File: config.mk
export PLATFORM = sky130hd
export DESIGN_NAME = s2_cell_array
export DESIGN_NICKNAME = d
export VERILOG_FILES = /design/src/rtl/s2_pkg.sv /design/src/rtl/s2_mux_cell.sv /design/src/rtl/s2_cell_array.sv
export SDC_FILE = /design/constraint.sdc
export NUM_CORES = 1
export LEC_CHECK = 0
export ABC_AREA = 1
export CORE_AREA = 2 2 53 55
export DETAILED_ROUTE_END_ITERATION = 10
export DIE_AREA = 0 0 55 57
export PLACE_DENSITY = 0.77
export REMOVE_ABC_BUFFERS = 1
export SLEW_MARGIN = 25
export SYNTH_ARGS = -nofsm -noshare
export SYNTH_HDL_FRONTEND = slang
export SYNTH_SLANG_ARGS = --single-unit
File: constraint.sdc
create_clock -name clk -period 3.9 [get_ports clk]
set_clock_uncertainty 0.2 [all_clocks]
set_input_delay 0.585 -clock clk [delete_from_list [all_inputs] [get_ports clk]]
set_output_delay 0.585 -clock clk [all_outputs]
set_load 0.1 [all_outputs]
File: src/rtl/s2_pkg.sv
// Shared types and helpers for the s2_cell_array programmable S-cell fabric.
package s2_pkg;

    typedef enum logic {
        LOAD = 1'b0,
        RUN  = 1'b1
    } state_t;

    // Widest select tree the index helper supports.
    localparam int MAX_SEL = 8;

    function automatic int cell_d(input int sel_levels);
        return 1 << sel_levels;
    endfunction

    function automatic int cfg_n(input int channels, input int sel_levels);
        return channels * cell_d(sel_levels);
    endfunction

    // Level 0 is AND-gated, every higher level is OR-gated.
    function automatic logic [MAX_SEL-1:0] sel_index(input logic [MAX_SEL-1:0] a,
                                                     input logic [MAX_SEL-1:0] b,
                                                     input int levels);
        logic [MAX_SEL-1:0] idx;
        idx = '0;
        for (int k = 0; k < MAX_SEL; k++) begin
            if (k < levels) begin
                idx[k] = (k == 0) ? (a[k] & b[k]) : (a[k] | b[k]);
            end
        end
        return idx;
    endfunction

endpackage

File: src/rtl/s2_mux_cell.sv
// One combinational S-cell: AND/OR-gated select tree over D config bits.
module s2_mux_cell
    import s2_pkg::*;
#(
    parameter int SEL_LEVELS = 2
) (
    input  logic [(1<<SEL_LEVELS)-1:0] d,
    input  logic [SEL_LEVELS-1:0]      a,
    input  logic [SEL_LEVELS-1:0]      b,
    output logic                       y
);
    localparam int DEXT = 1 << MAX_SEL;

    logic [MAX_SEL-1:0] a_ext, b_ext, idx;
    logic [DEXT-1:0]    d_ext;

    assign a_ext = MAX_SEL'(a);
    assign b_ext = MAX_SEL'(b);
    assign d_ext = DEXT'(d);
    assign idx   = sel_index(a_ext, b_ext, SEL_LEVELS);
    assign y     = d_ext[idx];

endmodule

File: src/rtl/s2_cell_array.sv
// Array of serially configured S-cells with a LOAD/RUN controller.
// Optional readback/daisy-chain output enabled by S2_CFG_READBACK_EN.
module s2_cell_array
    import s2_pkg::*;
#(
    parameter int CHANNELS   = 4,
    parameter int SEL_LEVELS = 2
) (
    input  logic                           clk,
    input  logic                           clr,
    input  logic                           cfg_valid,
    input  logic                           cfg_bit,
    output logic                           cfg_ready,
    output logic                           cfg_done,
    input  logic                           reconfig,
    input  logic                           run_en,
    input  logic                           sclr,
    input  logic [CHANNELS*SEL_LEVELS-1:0] a,
    input  logic [CHANNELS*SEL_LEVELS-1:0] b,
`ifdef S2_CFG_READBACK_EN
    output logic                           cfg_out,
`endif
    output logic [CHANNELS-1:0]            q
);
    localparam int D  = cell_d(SEL_LEVELS);
    localparam int N  = cfg_n(CHANNELS, SEL_LEVELS);
    localparam int CW = $clog2(N + 1);

    state_t                state, state_nx;
    logic [N-1:0]          cfg_reg;
    logic [CW-1:0]         count;
    logic [CHANNELS-1:0]   cell_y;
    logic                  accept, last;

    assign accept = cfg_valid & (state == LOAD);
    assign last   = (count == CW'(N - 1));

    always_ff @(posedge clk or negedge clr) begin
        if (!clr) state <= LOAD;
        else      state <= state_nx;
    end

    always_comb begin
        state_nx  = state;
        cfg_ready = 1'b0;
        cfg_done  = 1'b0;
        case (state)
            LOAD: begin
                cfg_ready = 1'b1;
                if (accept && last) state_nx = RUN;
            end
            RUN: begin
                cfg_done = 1'b1;
                if (reconfig) state_nx = LOAD;
            end
            default: state_nx = LOAD;
        endcase
    end

    // First bit shifted in ends up in cfg_reg[0] after N accepts.
    always_ff @(posedge clk or negedge clr) begin
        if (!clr) begin
            cfg_reg <= '0;
            count   <= '0;
        end else if (accept) begin
            cfg_reg <= {cfg_bit, cfg_reg[N-1:1]};
            count   <= last ? '0 : count + 1'b1;
        end else if (state == RUN && reconfig) begin
            count   <= '0;
        end
    end

`ifdef S2_CFG_READBACK_EN
    always_ff @(posedge clk or negedge clr) begin
        if (!clr)        cfg_out <= 1'b0;
        else if (accept) cfg_out <= cfg_reg[0];
    end
`endif

    for (genvar c = 0; c < CHANNELS; c++) begin : g_cell
        s2_mux_cell #(.SEL_LEVELS(SEL_LEVELS)) u_cell (
            .d (cfg_reg[c*D +: D]),
            .a (a[c*SEL_LEVELS +: SEL_LEVELS]),
            .b (b[c*SEL_LEVELS +: SEL_LEVELS]),
            .y (cell_y[c])
        );
    end

    // In LOAD the outputs freeze so a half-written config never reaches q.
    always_ff @(posedge clk or negedge clr) begin
        if (!clr)                       q <= '0;
        else if (sclr)                  q <= '0;
        else if (run_en && state == RUN) q <= cell_y;
    end

endmodule

# == Word level (Yosys, flattened, before mapping) ==
# Cells that the tools add are included.
# word_totals
register_bits,26
word_cells,43
# op_classes
addsub,1
order_cmp,4
eq_ne,1
mux,18
n_bitwise,10
reduce_logical,5
# ops
op,n
"2-bit by 9-bit < comparator with 1-bit output, second input constant",4
5-bit two-way mux,3
1-bit binary-select mux with 2-bit select,4
1-bit two-way mux,8
4-bit two-way mux,2
"5-bit by 1-bit adder with 5-bit output, second input constant",1
1-bit bitwise AND,5
"5-bit by 4-bit == test with 1-bit output, second input constant",1
1-bit OR,4
2-bit nonzero test,2
1-bit logical AND,3
1-bit one-hot mux with 2 select lines,1
1-bit NOT,1

# == Longest topological paths before layout ==
# Gate-level depths: netlist of the first run.
# depth
ltp_word,5
depth_mapped,6
ltp_nobuf,6

# == Hierarchy ==
# A second synthesis of the first run with hierarchy kept.
# hier_totals
cells_unflattened,175
hier_area_um2,1307.5
# modules_own_cells
module,n_inst,cells_per_inst,area_each_um2,seq_area_each_um2
s2_cell_array,1,119,1077.3,650.6
s2_mux_cell,4,14,57.6,0.0

# == Worst setup path after synthesis of the first run ==
# Ideal clock, no wire load.
# synth_path
path_type,register to register
start,register state
end,register state
setup_time_ns,0.145
arrival_time_ns,1.888
slack_ns,1.667
stages_incl_launch_ff,6
n_path_buf,0
synth_period_minus_slack_ns,2.233
cell_sequence,dfrtp_1 > inv_2 > nand2_4 > inv_1 > nand2_1 > o21ai_0
# synth_via
elab_chain_len,5
# synth_lines
element,line_no,source
start: declaration,s2_cell_array.sv:29,"state_t state, state_nx;"
start signal: assignment,s2_cell_array.sv:40,else state <= state_nx;
1-bit NOT,-,
1-bit bitwise AND,s2_cell_array.sv:35,assign accept = cfg_valid & (state == LOAD);
1-bit logical AND,s2_cell_array.sv:50,if (accept && last) state_nx = RUN;
1-bit two-way mux,s2_cell_array.sv:50,
1-bit one-hot mux with 2 select lines (*),s2_cell_array.sv:47,case (state)
net state_nx,s2_cell_array.sv:29,
# The timed path passes the listed nets; every way through them passes the cells marked *.
# A chain may end at the register's enable or synchronous reset.

# == Worst setup path after layout of the first run ==
# layout_path
start,register state
end,output cfg_ready
# layout_via
elab_chain_len,1
# layout_lines
element,line_no,source
1-bit two-way mux,s2_cell_array.sv:47,
end: declaration,s2_cell_array.sv:13,"output logic cfg_ready,"
# No other way between the ends.

==> results of run 1 <==
-- worst max-delay path by stage --
stage / start / endpoint / slack [ps] / cells after the start
5_1_grt: state / cfg_ready / 1060 / 2
4_1_cts: state / cfg_ready / 1090 / 2
6_report: state / cfg_ready / 1120 / 2
3_5_place_dp: state / cfg_ready / 1480 / 2
3_3_place_gp: state / cfg_ready / 1480 / 2
2_1_floorplan: state / state / 1510 / 5
-- logic make-up after synthesis --
kind of cell | share of synthesized area (%)
and+or+nand+nor | 28.0
buffers and inverters | 9.82
DFF | 51.6
AOI/OAI and AO/OA | 8.93
xor gates and xnor gates | 0.695
adders and majority gates | 0.992
-- power by group through the flow --
| stage | clock (W) | combinational [W] | sequential (W) |
|---|---|---|---|
| finish | 0.000111 | 0.000179 | 0.000367 |
| global route | 0.000125 | 0.000208 | 0.000374 |
| CTS | 0.000118 | 0.000182 | 0.000366 |
| detailed placement | 0 | 0.000182 | 0.000371 |
| global placement | 0 | 0.000174 | 0.000368 |
| floorplan | 0 | 0.000115 | 0.000371 |
-- layout make-up --
cell class	count	area [um^2]	share of cell area, %
repair buffers	28	275	17.6
clock buffers	3	22.5	1.44
multi-input cells	109	487	31.1
flip-flops and latches	26	651	41.6
inverters	24	90.1	5.76
well taps	31	38.8	2.48
-- metal layers --
layer	share of wire, %	vias to the layer above
met5	0	-
met4	1.1	0
met3	5.8	4
met2	48	30
met1	45	498
li1	-	567
-- through the flow --
step / hold slack (ps) / instances
5_1_grt: 70.5 / 221
3_3_place_gp: 261 / 218
6_report: 39.9 / 221
4_1_cts: 50.2 / 221
2_1_floorplan: 89.4 / 159
3_5_place_dp: 264 / 218
-- synth_stat cells --
library cell,count,share of area (%)
sky130_fd_sc_hd__nand2_4,1,0.89
sky130_fd_sc_hd__dfrtp_1,26,52
sky130_fd_sc_hd__buf_6,3,2.7
sky130_fd_sc_hd__nor2_1,7,2.1
sky130_fd_sc_hd__a21oi_1,2,0.79
sky130_fd_sc_hd__o21ai_1,3,1.2
sky130_fd_sc_hd__inv_2,1,0.30
sky130_fd_sc_hd__nand2_1,56,17
sky130_fd_sc_hd__inv_1,23,6.8
sky130_fd_sc_hd__a21boi_1,1,0.60
sky130_fd_sc_hd__nand3_1,21,8.3
sky130_fd_sc_hd__ha_1,1,0.99
sky130_fd_sc_hd__xnor2_1,1,0.69
sky130_fd_sc_hd__o21ai_0,16,6.3
-- critical path, cell delays in order, from the launching register on --
cell and delay [ps]:
sky130_fd_sc_hd__dfrtp_1 450, sky130_fd_sc_hd__inv_2 100, sky130_fd_sc_hd__clkdlybuf4s50_1 1130
==> results.ini, run 1 <==
[grt]
globalRouteMet3Util_pct=2.62
grt_overflow_total=0
grt.busiest_layer=met2
grt.met1_usage_pct=23.1
global_route.usage.total_pct=18.6
antenna_violations_before_repair=0
pin_count_of_the_biggest_net_entering_global_routing=38
first_global_vias=1054
grt_first_pass_wirelength_mm=4.25
use_met2_pct=31.6

[power]
max-vdd-ir-drop_mv=0.241
design_power_total_w=0.000657
power_per_cell_area_mw_per_mm2=420
net_sw_share_pct=33.3
sequentialPowerShare_pct=55.8
power_leakage_nw=0.778
comb_power_share_pct=27.3
power.net_switching_w=0.000219
power_report.internal_total_w=0.000438
power.share.clock_pct=16.9

[timing]
max_slew.worst_pin.slew_ps=968
post-route-period-util_pct=71.4
max_freq_ghz=0.359
timing.final.max_slew_violations=0
setup_violations=0
rsz0062_at_grt=no
period_minus_slack_ps=2780
setup_tns_final_ps=0
timing.final.ws_setup_ps=1120
finalHoldViolCount=0
slew_headroom_pct=35.3

[cts]
clock_tree_from_tritoncts=done
cts-buffers-inserted=3
postCtsResizedCells=0
ctsHoldBuffers=0
ctsLongestPathBuffers=2
cts.htree.levels=1
cts-root-buf=sky130_fd_sc_hd__clkbuf_4
cts_setup_buffers=0
cts.clk_slew.worst_paths_ps=130
clk-insertion-delay-late_ps=310
cts.sinks=26

[critical_path]
worst-r2r-cell-count=6
timing.critical_path.required_ps=3120
regToRegSetupSlack_ps=2420
arrival_time_at_the_worst_endpoint_ps=2000
setup.worst_path.class=flip-flop to primary output
regToRegStartpoint=count[0]
end_kind=primary output
critical_path.startpoint_type=flip-flop
crit_path_max_fanout=5
reg2reg_end=count[0]

[cells_and_area]
antennaDiodeCount=0
fillCellCount=250
layout.cells.most_common=sky130_fd_sc_hd__nand2_1
finish.instance_area_mm2=0.00156
flip_flop_count_of_the_largest_register_all_copies_and_words_added=16
design.final.nets=216
finish.utilization_pct=59.8
final_cell_mix=56 x sky130_fd_sc_hd__nand2_1, 27 x sky130_fd_sc_hd__clkdlybuf4s50_1, 26 x sky130_fd_sc_hd__dfrtp_1, 23 x sky130_fd_sc_hd__inv_1, 21 x sky130_fd_sc_hd__nand3_1
areaGrowthSynthToFinish_pct=24.0
post_route_cells_drive_above_1_share_pct=3.16

[floorplan]
die_area_mm2=0.00314
die-width_um=55
core_mm2=0.00262
number_of_top_level_pins=29
rows=19
floorplan.initialDensity_pct=48.2
die_height_um=57

[drt]
drt_drc_violations_left=0
routed_wirelength_mm=2.48
number_of_nets_with_antenna_violations_after_routing=0
dr.first_iter.drc_count=28
wire_per_inst_um=11.2
detailed_route_via_count=1099
detail_routed_via_count_per_cell=4.97
detailedRoute.firstPassIterationCount=4

[yosys]
synth_seq_cells=26
ys_warn_count=0
synth.lib_cells_used.distinct=14
synthCells=162
synthesis.area_mm2=0.00126
seq_area_frac_synth_pct=51.6
synth.avg_cell_area_um2=7.79

[flow_run]
cap_viol_max_count=0

[place]
postPlaceCellArea_mm2=0.00154
globalplace.congestion=0.800
port-buffer-count=28
dpl_worst_slack_ps=1480
detailed_place_hpwl_mm=1.90

[run_status]
status=completed

[min_path]
timing.hold.worst.class=input port to async pin

Note: power is estimated with default switching activity, not from simulation.
==> run 2: changes to the inputs <==
Settings changed: CORE_AREA 2 2 53 55 to 2 2 57 59, DIE_AREA 0 0 55 57 to 0 0 59 61, PLACE_DENSITY 0.77 to 0.7.
Clock period 3.9 ns to 2.48 ns, I/O delays scaled along.
==> results.ini, run 2 (synthesis gave the netlist of run 1 again) <==
[drt]
detail_routed_via_count_per_cell=4.90
number_of_nets_with_antenna_violations_after_routing=0
detailedRoute.firstPassIterationCount=4
wire_per_inst_um=11.7
routed_wirelength_mm=2.63
drt_drc_violations_left=0
dr.first_iter.drc_count=40
detailed_route_via_count=1102

[grt]
antenna_violations_before_repair=0
global_route.usage.total_pct=17.1
grt_overflow_total=0
first_global_vias=1178
grt_first_pass_wirelength_mm=4.70
pin_count_of_the_biggest_net_entering_global_routing=38

[cts]
cts-root-buf=sky130_fd_sc_hd__clkbuf_4
cts_setup_buffers=0
cts.clk_slew.worst_paths_ps=140
ctsHoldBuffers=0
cts.sinks=26
cts.htree.levels=1
postCtsResizedCells=0
clk-insertion-delay-late_ps=310
cts-buffers-inserted=3
ctsLongestPathBuffers=2
clock_tree_from_tritoncts=done

[critical_path]
arrival_time_at_the_worst_endpoint_ps=1180
timing.critical_path.required_ps=1910
worst-r2r-cell-count=5
critical_path.startpoint_type=flip-flop
end_kind=primary output
setup.worst_path.class=flip-flop to primary output
crit_path_max_fanout=5

[place]
port-buffer-count=28
globalplace.congestion=0.782
detailed_place_hpwl_mm=2.02

[floorplan]
number_of_top_level_pins=29
rows=20
die_height_um=61
die_area_mm2=0.00360
floorplan.initialDensity_pct=42.7
die-width_um=59
core_mm2=0.00295

[timing]
max_slew.worst_pin.slew_ps=467
rsz0062_at_grt=no
slew_headroom_pct=68.8
finalHoldViolCount=0
period_minus_slack_ps=1750
max_freq_ghz=0.572
timing.final.max_slew_violations=0
finalHoldWorstSlack_ps=201
setup_tns_final_ps=0
setup_violations=0
post-route-period-util_pct=70.5

[run_status]
status=completed

[flow_run]
cap_viol_max_count=0

[cells_and_area]
layout.cells.most_common=sky130_fd_sc_hd__nand2_1
fillCellCount=301
flip_flop_count_of_the_largest_register_all_copies_and_words_added=16
areaGrowthSynthToFinish_pct=26.4
antennaDiodeCount=0
multi_input_area_um2=487
design.final.nets=217
final-seq-area_um2=651
final_cell_mix=56 x sky130_fd_sc_hd__nand2_1, 26 x sky130_fd_sc_hd__dfrtp_1, 23 x sky130_fd_sc_hd__inv_1, 22 x sky130_fd_sc_hd__clkdlybuf4s50_1, 21 x sky130_fd_sc_hd__nand3_1
post_route_cells_drive_above_1_share_pct=6.77

[min_path]
timing.hold.worst.class=input port to async pin

[power]
power_per_cell_area_mw_per_mm2=725
max-vdd-ir-drop_mv=0.357
power_leakage_nw=0.807

-- run 2: report_power, final --
part / leakage (nW) / total [W] / switching [W] / internal, W
combinational: 0.435 / 0.000290 / 0.000171 / 0.000118
sequential: 0.344 / 0.000576 / 0.0000614 / 0.000515
clock: 0.0279 / 0.000290 / 0.000126 / 0.000163
-- run 2: path summary, 6_finish.rpt --
check,startpoint,to,slack [ps]
worst min-delay path,clr,q[2],200
worst max-delay path,state,cfg_ready,730
worst min register to register,q[3],q[3],300
max in group asynchronous,clr,cfg_reg[14],1630
worst max register to register,state,state,1060
min in group clk,q[3],q[3],300
-- run 2: cell type report --
| type | instances | area share (%) |
|---|---|---|
| clock buffers | 3 | 1.41 |
| clock inverters | 1 | 1.88 |
| inverters | 24 | 5.65 |
| multi-input cells | 109 | 30.5 |
| flip-flops and latches | 26 | 40.8 |
| well taps | 33 | 2.59 |
| repair buffers | 29 | 17.1 |
-- run 2: metal layers --
layer / GRT usage, % / routed length, um / part of all wire [%] / up-vias
met5: 0 / 0 / 0 / -
met4: 3.90 / 0 / 0 / 0
met3: 2.77 / 155 / 5.9 / 0
met2: 33.5 / 1320 / 50 / 29
met1: 19.3 / 1160 / 44 / 509
li1: - / - / - / 564
-- run 2: critical path, cell delays in order, from the launching register on --
cell and delay (ps):
sky130_fd_sc_hd__dfrtp_1 460, sky130_fd_sc_hd__inv_2 110, sky130_fd_sc_hd__buf_4 290
-- run 2: per-stage QoR --
stage          instances  setup slack [ps]  util, %  instance area, um^2  total power, W
6_report             225               732     54.0                 1590         0.00116
2_1_floorplan        159              91.6        -                 1230        0.000764
5_1_grt              225               662     54.0                 1590         0.00124
4_1_cts              225               715     54.0                 1590         0.00116
3_5_place_dp         221               723     52.2                 1540        0.000875
3_3_place_gp         221               772     52.2                 1540        0.000857
==> run 3: changes to the inputs <==
Clock period 2.48 ns to 1.45 ns, I/O delays scaled along.
==> results.ini, run 3 (synthesis gave the netlist of run 1 again) <==
[critical_path]
cp_slowest_stage_delay_ps=480
arrival_time_at_the_worst_endpoint_ps=1050
setup.worst_path.class=flip-flop to primary output
timing.critical_path.required_ps=1030
highest_delay_cell_along_the_critical_path=sky130_fd_sc_hd__dfrtp_2
critical_path.startpoint_type=flip-flop
crit_path_max_fanout=3
end_kind=primary output
path_cells=inv_4, buf_12

[timing]
max_freq_ghz=0.683
timing.final.max_slew_violations=0
slew_headroom_pct=80.2
timing.final.ws_setup_ps=-15.2
setup_violations=1
post-route-period-util_pct=101
rsz0062_at_grt=yes
max_slew.worst_pin.slew_ps=297
finalHoldViolCount=0
period_minus_slack_ps=1470

[cts]
cts.htree.levels=1
cts-root-buf=sky130_fd_sc_hd__clkbuf_4
cts.clk_slew.worst_paths_ps=140
ctsLongestPathBuffers=2
cts.sinks=26
clk-insertion-delay-late_ps=320
clock_tree_from_tritoncts=done
cts-buffers-inserted=3
ctsHoldBuffers=0

[cells_and_area]
fillCellCount=269
design.final.nets=222
flip_flop_count_of_the_largest_register_all_copies_and_words_added=16
post_route_cells_drive_above_1_share_pct=10.7
final_cell_mix=56 x sky130_fd_sc_hd__nand2_1, 25 x sky130_fd_sc_hd__dfrtp_1, 23 x sky130_fd_sc_hd__inv_1, 22 x sky130_fd_sc_hd__clkdlybuf4s50_1, 21 x sky130_fd_sc_hd__nand3_1
antennaDiodeCount=0
final_cells=230
layout.cells.most_common=sky130_fd_sc_hd__nand2_1
areaGrowthSynthToFinish_pct=38.8

[drt]
number_of_nets_with_antenna_violations_after_routing=0
detail_routed_via_count_per_cell=5.04
dr.first_iter.drc_count=17
routed_wirelength_mm=2.77
detailed_route_via_count=1159
detailedRoute.firstPassIterationCount=4
drt_drc_violations_left=0
wire_per_inst_um=12.0

[run_status]
failed_checks=setup timing
status=finished with violations

[grt]
pin_count_of_the_biggest_net_entering_global_routing=31
first_global_vias=1132
grt_first_pass_wirelength_mm=4.68
global_route.usage.total_pct=17.3
antenna_violations_before_repair=0
grt_overflow_total=0

[floorplan]
core_mm2=0.00295
die-width_um=59
die_area_mm2=0.00360
floorplan.initialDensity_pct=42.7
rows=20
number_of_top_level_pins=29
die_height_um=61

[place]
globalplace.congestion=0.807
detailed_place_hpwl_mm=2.09
place_inst=223
port-buffer-count=28

[flow_run]
cap_viol_max_count=0

[power]
max-vdd-ir-drop_mv=0.592
design_power_total_w=0.00191
power_leakage_nw=0.862
power_per_cell_area_mw_per_mm2=1090

[min_path]
timing.hold.worst.class=input port to async pin

-- run 3: cell count changes in the layout (fill, tap and decap cells not counted), moves of 2 or more --
| cell | previous run | this run |
|---|---|---|
| sky130_fd_sc_hd__buf_4 | 7 | 3 |
| sky130_fd_sc_hd__nor2_2 | 0 | 2 |
| sky130_fd_sc_hd__o21ai_0 | 16 | 12 |
| sky130_fd_sc_hd__buf_12 | 0 | 8 |
| sky130_fd_sc_hd__o21ai_1 | 3 | 7 |
| sky130_fd_sc_hd__nor2_1 | 7 | 5 |
-- run 3: path summary, 6_finish.rpt --
| check | startpoint | depth (start not counted) | to | slack (ps) |
|---|---|---|---|---|
| worst max-delay path | state | 2 | cfg_ready | -20 |
| worst min-delay path | clr | 2 | cfg_reg[9] | 30 |
| worst max register to register | state | 6 | cfg_reg[6] | 80 |
| worst min register to register | cfg_reg[11] | 2 | cfg_reg[11] | 310 |
| max in group asynchronous | clr | 2 | state | 860 |
| min in group clk | cfg_bit | 3 | cfg_reg[15] | 250 |
-- run 3: timing repair --
item / CTS / global route
setup endpoints to repair: 2 / 9
resized for setup: 2 / 7
setup buffers: 2 / 0
cloned: 0 / 1
-- run 3: power by group --
group | switching, W | internal (W)
clock network | 0.000215 | 0.000154
logic | 0.000305 | 0.000250
registers | 0.000108 | 0.000881
-- run 3: per-stage QoR --
stage / setup TNS, ps / area (um^2) / hold slack (ps) / utilization (%) / setup WS [ps]
2_1_floorplan: -19280 / 1230 / -278 / - / -938
3_3_place_gp: 0 / 1660 / 267 / 56.1 / 5.08
3_5_place_dp: -239 / 1660 / 276 / 56.1 / -46.2
4_1_cts: -28.7 / 1710 / 28.8 / 58.0 / -28.7
5_1_grt: -73.2 / 1750 / 17.3 / 59.3 / -59.7
6_report: -15.2 / 1750 / 32.7 / 59.3 / -15.2
-- run 3: layer usage --
layer	part of all wire (%)	up-vias	GRT usage, %
li1	-	583	-
met1	43	538	21.0
met2	49	33	30.3
met3	5.9	5	3.84
met4	1.4	0	6.17
met5	0	-	0
-- run 3: critical path: cells and delay by family (launching register included) --
kind,cells,cell delay [ps]
buffers and inverters,2,240
DFF,1,480
-- run 3: area by class of cell --
| cell class | count | area [um^2] | area share, % |
|---|---|---|---|
| sequential | 26 | 652 | 37.2 |
| multi-input combinational | 109 | 500 | 28.6 |
| timing repair buffer | 34 | 428 | 24.4 |
| inverter | 24 | 92.6 | 5.29 |
| tap | 33 | 41.3 | 2.36 |
| clock buffer | 4 | 36.3 | 2.07 |
